--- src/rtl/pipe_pkg.sv ---
// Shared types and constants for the pipeline skid-register stage.
// Holds the stage state encoding and the core's NOP encoding used as the flush value.
package pipe_pkg;

  typedef enum logic [1:0] {
    PS_EMPTY = 2'd0,
    PS_ONE   = 2'd1,
    PS_TWO   = 2'd2
  } pipe_state_e;

  localparam logic [31:0] NOP_INSTR = 32'h0000_0013;

  function automatic logic [1:0] state_count(input pipe_state_e s);
    logic [1:0] cnt;
    cnt = 2'd0;
    case (s)
      PS_ONE:  cnt = 2'd1;
      PS_TWO:  cnt = 2'd2;
      default: cnt = 2'd0;
    endcase
    return cnt;
  endfunction

endpackage

--- src/rtl/pipe_data_reg.sv ---
// Loadable WIDTH-bit register with asynchronous active-low reset.
// Used for both the main output register and the skid register.
module pipe_data_reg #(
  parameter int unsigned      WIDTH   = 32,
  parameter logic [WIDTH-1:0] RST_VAL = '0
) (
  input  logic             clk_i,
  input  logic             rst_ni,
  input  logic             load_i,
  input  logic [WIDTH-1:0] d_i,
  output logic [WIDTH-1:0] q_o
);

  logic [WIDTH-1:0] data_q;

  always_ff @(posedge clk_i or negedge rst_ni) begin
    if (!rst_ni) begin
      data_q <= RST_VAL;
    end else if (load_i) begin
      data_q <= d_i;
    end
  end

  assign q_o = data_q;

endmodule

--- src/rtl/pipe_skid_reg.sv ---
// Pipeline-stage register with a one-entry skid buffer and synchronous flush.
// ready_o, valid_o and count_o come straight from flops, so neither handshake input reaches them.
//
// state    | meaning
// ---------+---------------------------------------------------
// PS_EMPTY | nothing held; data_o stale
// PS_ONE   | data_o holds the head payload, skid free
// PS_TWO   | data_o holds the head, skid holds the next payload
module pipe_skid_reg
  import pipe_pkg::*;
#(
  parameter int unsigned      WIDTH     = 32,
  parameter logic [WIDTH-1:0] RESET_VAL = '0,
  parameter logic [WIDTH-1:0] FLUSH_VAL = '0
) (
  input  logic             clk_i,
  input  logic             rst_ni,
  input  logic             flush_i,
  input  logic             valid_i,
  output logic             ready_o,
  input  logic [WIDTH-1:0] data_i,
  output logic             valid_o,
  input  logic             ready_i,
  output logic [WIDTH-1:0] data_o,
  output logic [1:0]       count_o
);

  pipe_state_e      state_q, state_d;
  logic             valid_q, ready_q;
  logic [1:0]       count_q;
  logic             acc, out;
  logic             main_load, skid_load, main_from_skid;
  logic [WIDTH-1:0] main_d, skid_d, skid_q;

  assign acc = valid_i & ready_q;
  assign out = valid_q & ready_i;

  always_comb begin
    state_d        = state_q;
    main_load      = 1'b0;
    skid_load      = 1'b0;
    main_from_skid = 1'b0;
    if (flush_i) begin
      state_d   = PS_EMPTY;
      main_load = 1'b1;
      skid_load = 1'b1;
    end else begin
      case (state_q)
        PS_EMPTY: begin
          if (acc) begin
            state_d   = PS_ONE;
            main_load = 1'b1;
          end
        end
        PS_ONE: begin
          if (acc && out) begin
            main_load = 1'b1;
          end else if (acc) begin
            state_d   = PS_TWO;
            skid_load = 1'b1;
          end else if (out) begin
            state_d = PS_EMPTY;
          end
        end
        PS_TWO: begin
          if (out) begin
            state_d        = PS_ONE;
            main_load      = 1'b1;
            main_from_skid = 1'b1;
          end
        end
        default: state_d = PS_EMPTY;
      endcase
    end
  end

  assign main_d = flush_i ? FLUSH_VAL : (main_from_skid ? skid_q : data_i);
  assign skid_d = flush_i ? FLUSH_VAL : data_i;

  // Outputs are registered from the next state so they track state_q exactly.
  always_ff @(posedge clk_i or negedge rst_ni) begin
    if (!rst_ni) begin
      state_q <= PS_EMPTY;
      valid_q <= 1'b0;
      ready_q <= 1'b1;
      count_q <= 2'd0;
    end else begin
      state_q <= state_d;
      valid_q <= (state_d != PS_EMPTY);
      ready_q <= (state_d != PS_TWO);
      count_q <= state_count(state_d);
    end
  end

  pipe_data_reg #(.WIDTH(WIDTH), .RST_VAL(RESET_VAL)) u_main_reg (
    .clk_i  (clk_i),
    .rst_ni (rst_ni),
    .load_i (main_load),
    .d_i    (main_d),
    .q_o    (data_o)
  );

  pipe_data_reg #(.WIDTH(WIDTH), .RST_VAL(RESET_VAL)) u_skid_reg (
    .clk_i  (clk_i),
    .rst_ni (rst_ni),
    .load_i (skid_load),
    .d_i    (skid_d),
    .q_o    (skid_q)
  );

  assign valid_o = valid_q;
  assign ready_o = ready_q;
  assign count_o = count_q;

endmodule

--- config.mk ---
export PLATFORM = sky130hd
export DESIGN_NAME = pipe_skid_reg
export DESIGN_NICKNAME = d
export VERILOG_FILES = /design/src/rtl/pipe_pkg.sv /design/src/rtl/pipe_data_reg.sv /design/src/rtl/pipe_skid_reg.sv
export SDC_FILE = /design/constraint.sdc
export NUM_CORES = 1
export LEC_CHECK = 0
export BUFFER_PORTS_ARGS = -buffer_cell sky130_fd_sc_hd__buf_2
export CORE_MARGIN = 1
export CORE_UTILIZATION = 50
export CTS_CLUSTER_DIAMETER = 60
export CTS_CLUSTER_SIZE = 24
export DETAILED_ROUTE_END_ITERATION = 12
export GPL_TIMING_DRIVEN = 0
export PLACE_DENSITY = 0.74
export SYNTH_ARGS = -nofsm -noshare
export SYNTH_HDL_FRONTEND = slang
export SYNTH_SLANG_ARGS = --single-unit
--- constraint.sdc ---
create_clock -name clk_i -period 1.9 [get_ports clk_i]
set_input_delay 0.095 -clock clk_i [delete_from_list [all_inputs] [get_ports clk_i]]
set_output_delay 0.095 -clock clk_i [all_outputs]
set_load 0.05 [all_outputs]
# Word level (Yosys, flattened, before mapping)

Cells that the tools add are included.

Register bits after elaboration: 70
Bits in latches: 0
Memory bits (writable): 0
ROM bits: 0
Input bits: 37
Logic and storage cells: 37
Memories kept: 0

Add/subtract/negate cells: 0
Multiply operators: 0
Divide/modulo/power cells: 0
Order comparisons: 0
Equal/unequal tests: 5
Shifts and indexed selects: 0
Multiplexer cells: 21
Bitwise gates (word level): 2
Reduce and logical (&&, ||, !) cells: 3

Operators by type and width:

| kind                                          | number |
|---|---|
| 2-to-1 mux 32 bit                             | 3 |
| 2-to-1 mux 2 bit                              | 6 |
| 2-to-1 mux 1 bit                              | 9 |
| one-hot mux 2 bit (3 select lines)            | 1 |
| == test 2 x 1 -> 1 bit, second input constant | 2 |
| == test 2 bit, second input constant          | 2 |
| one-hot mux 2 bit (2 select lines)            | 1 |
| one-hot mux 1 bit (3 select lines)            | 1 |
| AND 1 bit                                     | 2 |
| logical NOT 2 bit                             | 1 |
| != test 2 bit, second input constant          | 1 |
| nonzero test 2 bit                            | 1 |
| logical AND 1 bit                             | 1 |

# Longest topological paths before layout

Depth after elaboration: 8
Mapped depth: 7
Gate-level depth less buffers: 4

# Cells and area by module

From an unflattened synthesis, not the netlist that was laid out.

Cells, all modules: 231
Area, all modules: 3,646.0 µm²

By module, submodules not included:

| module        | times used | cells each | area an instance (µm²) | seq. area each (µm²) |
|---|---|---|---|---|
| pipe_data_reg | 2          | 68         | 1,345.0                | 800.8 |
| pipe_skid_reg | 1          | 95         | 955.9                  | 151.4 |

# Worst setup path after synthesis

OpenSTA, ideal clock, no wires.

Path kind: register to register
From: register valid_q (netlist: valid_o)
To: register u_skid_reg.data_q[22] (netlist: u_skid_reg.q_o[22])
Library setup time: 136 ps
Arrival: 1,605 ps
Data required time: 1,764 ps
Setup slack: 159 ps
Stages on the path, launching flop included: 7
Clock period less this slack: 1,741 ps
Path through: dfrtp_1 -> a21bo_2 -> or3_1 -> buf_4 -> buf_6 -> nand2_1 -> a21oi_1

Cells in the longest elaborated chain, start to end: 5

Ends and longest elaborated chain:

| element                | line                | text |
|---|---|---|
| start, declared        | pipe_skid_reg.sv:29 | `logic valid_q, ready_q;` |
| start signal, assigned | pipe_skid_reg.sv:89 | `valid_q <= (state_d != PS_EMPTY);` |
| AND 1 bit              | pipe_skid_reg.sv:36 | `assign out = valid_q & ready_i;` |
| logical AND 1 bit      | pipe_skid_reg.sv:56 | `if (acc && out) begin` |
| 2-to-1 mux 1 bit       | pipe_skid_reg.sv:56 |  |
| 2-to-1 mux 1 bit       | pipe_skid_reg.sv:48 | `case (state_q)` |
| 2-to-1 mux 1 bit       | pipe_skid_reg.sv:43 | `if (flush_i) begin` |
| end signal, assigned   | pipe_data_reg.sv:20 | `data_q <= d_i;` |
| end, declared          | pipe_data_reg.sv:14 | `logic [WIDTH-1:0] data_q;` |

Every way passes these cells.
A chain may end at the register's enable or synchronous reset.

# Worst setup path in the final report

From: register ready_q (netlist: ready_o)
To: register u_main_reg.data_q[22] (netlist: u_main_reg.q_o[22])

Cells in the longest elaborated chain, start to end: 5
Elaborated cells between the ends (all ways): 6
Those cells by class: mux: 4; bitwise: 1; reduce/logical: 1

Ends and longest elaborated chain:

| element                                | line                | text |
|---|---|---|
| start, declared                        | pipe_skid_reg.sv:29 |  |
| start signal, assigned                 | pipe_skid_reg.sv:90 | `ready_q <= (state_d != PS_TWO);` |
| AND 1 bit (*)                          | pipe_skid_reg.sv:35 | `assign acc = valid_i & ready_q;` |
| logical AND 1 bit                      | pipe_skid_reg.sv:56 |  |
| 2-to-1 mux 1 bit                       | pipe_skid_reg.sv:56 |  |
| one-hot mux 1 bit (3 select lines) (*) | pipe_skid_reg.sv:48 |  |
| 2-to-1 mux 1 bit (*)                   | pipe_skid_reg.sv:43 |  |
| end signal, assigned                   | pipe_data_reg.sv:20 |  |
| end, declared                          | pipe_data_reg.sv:14 |  |

Every way passes the cells marked *; elsewhere a longest branch is shown, timed or not.

==> qor.yml <==
sta:
  setup_violations: 0
  setup_tns_ps: 0
  final_max_slew_viol_count: 0
  tightest_slew_ps: 880
  fmax_ghz: 0.594
  slew-limit-headroom_pct: 41.3
  hold_viol: 0
  rsz0062_at_grt: "false"
  finClkSkew_ps: 9.14
  period_share_pct: 88.6
  min_period_ps: 1680
yosys:
  synth_area_per_cell_sq_um: 10.7
  synth_compound_area_share_pct: 18.6
  synthSimpleGateAreaFrac_pct: 13.1
  synth_xor_xnor_area_share_pct: 0
  synth_fa_ha_area_share_pct: 0
  synth_cell_types: 25
  syn_nets: 346
  syn_inst: 309
  yosys.area.top_type: "dfrtp_1"
  synth_top_family_by_area: "compound AO/OA/AOI/OAI gates"
  ys_ff_latch: 70
  synth-seq-area-share_pct: 53.1
  synthMuxAreaShare_pct: 9.70
  yosys_warnings: 0
  syn_area_sq_mm: 0.00330
  synth_area_leaders: "dfrtp_1 (52%), a211oi_2 (11%), mux2i_1 (9.7%)"
  synth_top_area_share_pct: 52.3
critical_path:
  cp_max_fo: 10
  cp.required_ps: 2150
  critPathMaxStageDelay_ps: 560
  slowest_stage: "dfstp_2"
  path_buf_inv: 1
  end_kind: "register"
  critical_path.cell_chain: "nand4_1 -> o211ai_4 -> buf_6 -> nor2_1 -> a211oi_2"
  arrival_ps: 1940
  critPathTopFamily: "compound AO/OA/AOI/OAI gates"
  crit_type: "reg2reg"
  startpoint_type: "register"
layout:
  finalInstanceArea_sq_mm: 0.00426
  n_fill_cell: 518
  drive_gt1_share_pct: 32.8
  final_common_cell: "buf_2"
  final_core_util_pct: 67.1
  fin_nets: 456
  fin_cells: 501
  area_growth_pct: 29.0
  diodes: 0
  final_cell_mix: "buf_2 (74), dfrtp_1 (69), nand2_1 (67)"
global_route:
  antenna_found_initial: 0
  grt_usage_pct: 24.1
  grt_pass1_vias: 2781
  gr-total-overflow: 0
  grt_pass1_wl_mm: 13.1
  grt_max_degree: 71
routing:
  vias: 2650
  drcViolationCount: 0
  first_pass_iters: 4
  via_per_inst: 5.29
  ant_nets: 0
  dr.first_iter.drc_count: 130
  routed_wl_mm: 7.71
  routedWlPerCell_um: 15.4
cts:
  clk_path_buf_depth: 2
  cts_root_buffer: "clkbuf_8"
  cts_tree: "yes"
  cts.sinks: 70
  holdBufCountCts: 28
  cts.clk_slew.worst_paths_ps: 70
  cts_setup_buffers: 0
  clkLatencyLatePin_ps: 350
  htree_levels: 3
  cts_buffers: 9
  cts_resized: 0
power:
  pwr_density_cell_mw_per_mm2: 969
  ir_drop_mv: 0.747
  leakage_uw: 0.00215
floorplan:
  std_cell_rows: 29
  start_util_pct: 52.0
  die-area_sq_mm: 0.00693
  die_y_um: 83.3
  die_w_um: 83.3
  pin_count: 73
  core_area_sq_mm: 0.00635
placed_design:
  dpl_cell_area_sq_mm: 0.00376
  dp_cells: 457
  globalplace.congestion: 0.826
  dp_hpwl_mm: 4.97
  port_buffers: 71
min_path:
  min_path_type: "in2reg"
run:
  drv_cap: 0
outcome:
  status: "complete, no violations"
-- synth_stat cells --
library cell,instances
nand4_1,1
nand2_1,67
or3_1,1
nor2b_1,1
nor3_2,1
a21oi_1,33
a211oi_1,4
dfstp_2,1
nand4b_1,1
buf_4,8
mux2i_1,32
inv_1,1
a21oi_2,2
a31oi_1,2
nor2_1,34
a211oi_2,28
clkbuf_1,8
buf_2,4
buf_6,6
o211ai_4,1
nand4bb_1,1
nand3_1,1
a21bo_2,1
dfrtp_1,69
a21o_1,1
-- cell type report --
| type | instances | area (sq um) | share of cell area [%] |
|---|---|---|---|
| sequential | 70 | 1750 | 41.2 |
| multi-input combinational | 212 | 1370 | 32.1 |
| timing repair buffer | 99 | 638 | 15.0 |
| buffer | 26 | 178 | 4.17 |
| clock buffer | 10 | 138 | 3.23 |
| tap | 77 | 96.3 | 2.26 |
| clock inverter | 6 | 85.1 | 2.00 |
| inverter | 1 | 3.75 | 0.0881 |
-- final timing paths --
path,start,endpoint,slack [ps],depth (start not counted)
setup / recovery,ready_o,u_main_reg.q_o[22],220,5
hold / removal,data_i[24],u_skid_reg.q_o[24],10,3
setup reg to reg,ready_o,u_main_reg.q_o[22],220,5
hold reg to reg,u_skid_reg.q_o[6],u_skid_reg.q_o[6],520,2
max in group asynchronous,rst_ni,u_skid_reg.q_o[25],910,2
min in group asynchronous,rst_ni,u_main_reg.q_o[28],410,2
-- tightest hold or removal path, stage by stage --
cell and delay, ps:
buf_2 100, nand2_1 50, a21oi_1 60
-- where the power goes --
part | switching [uW] | total (uW) | internal [uW]
Sequential | 71.4 | 1690 | 1620
Combinational | 759 | 1100 | 338
Clock | 570 | 1340 | 770
Total | 1400 | 4130 | 2730
-- sequential cells by signal, indices dropped and copies added (netlist names) --
name	count
valid_o	1
state_q	2
ready_o	1
u_skid_reg.q_o	32
count_o	2
u_main_reg.q_o	32
-- per-layer routing --
| layer | vias to the layer above | part of all wire (%) | track usage (%) |
|---|---|---|---|
| met5 | - | 0 | 0 |
| met4 | 0 | 1.7 | 10.2 |
| met1 | 1292 | 45 | 31.1 |
| met3 | 12 | 3.5 | 4.67 |
| met2 | 63 | 50 | 39.6 |
| li1 | 1283 | - | - |
-- kinds of logic (layout without fill, tap and decap cells) --
kind of cell	after synthesis	after routing
AO/OA/AOI/OAI	72	72
buffers and inverters	27	142
flip-flops	70	70
multiplexers	32	32
AND/OR/NAND/NOR	108	108
-- metrics by stage --
step                      worst slack (ps)  hold slack, ps  total power [uW]
final                                  216            12.1              4130
after global routing                   122            30.2              4300
after CTS                              206           0.485              4160
after detailed placement               246             272              2770
after global placement                 247             343              2750
after floorplan                        159            -201              2490
Power figures use the tool's default switching activity.
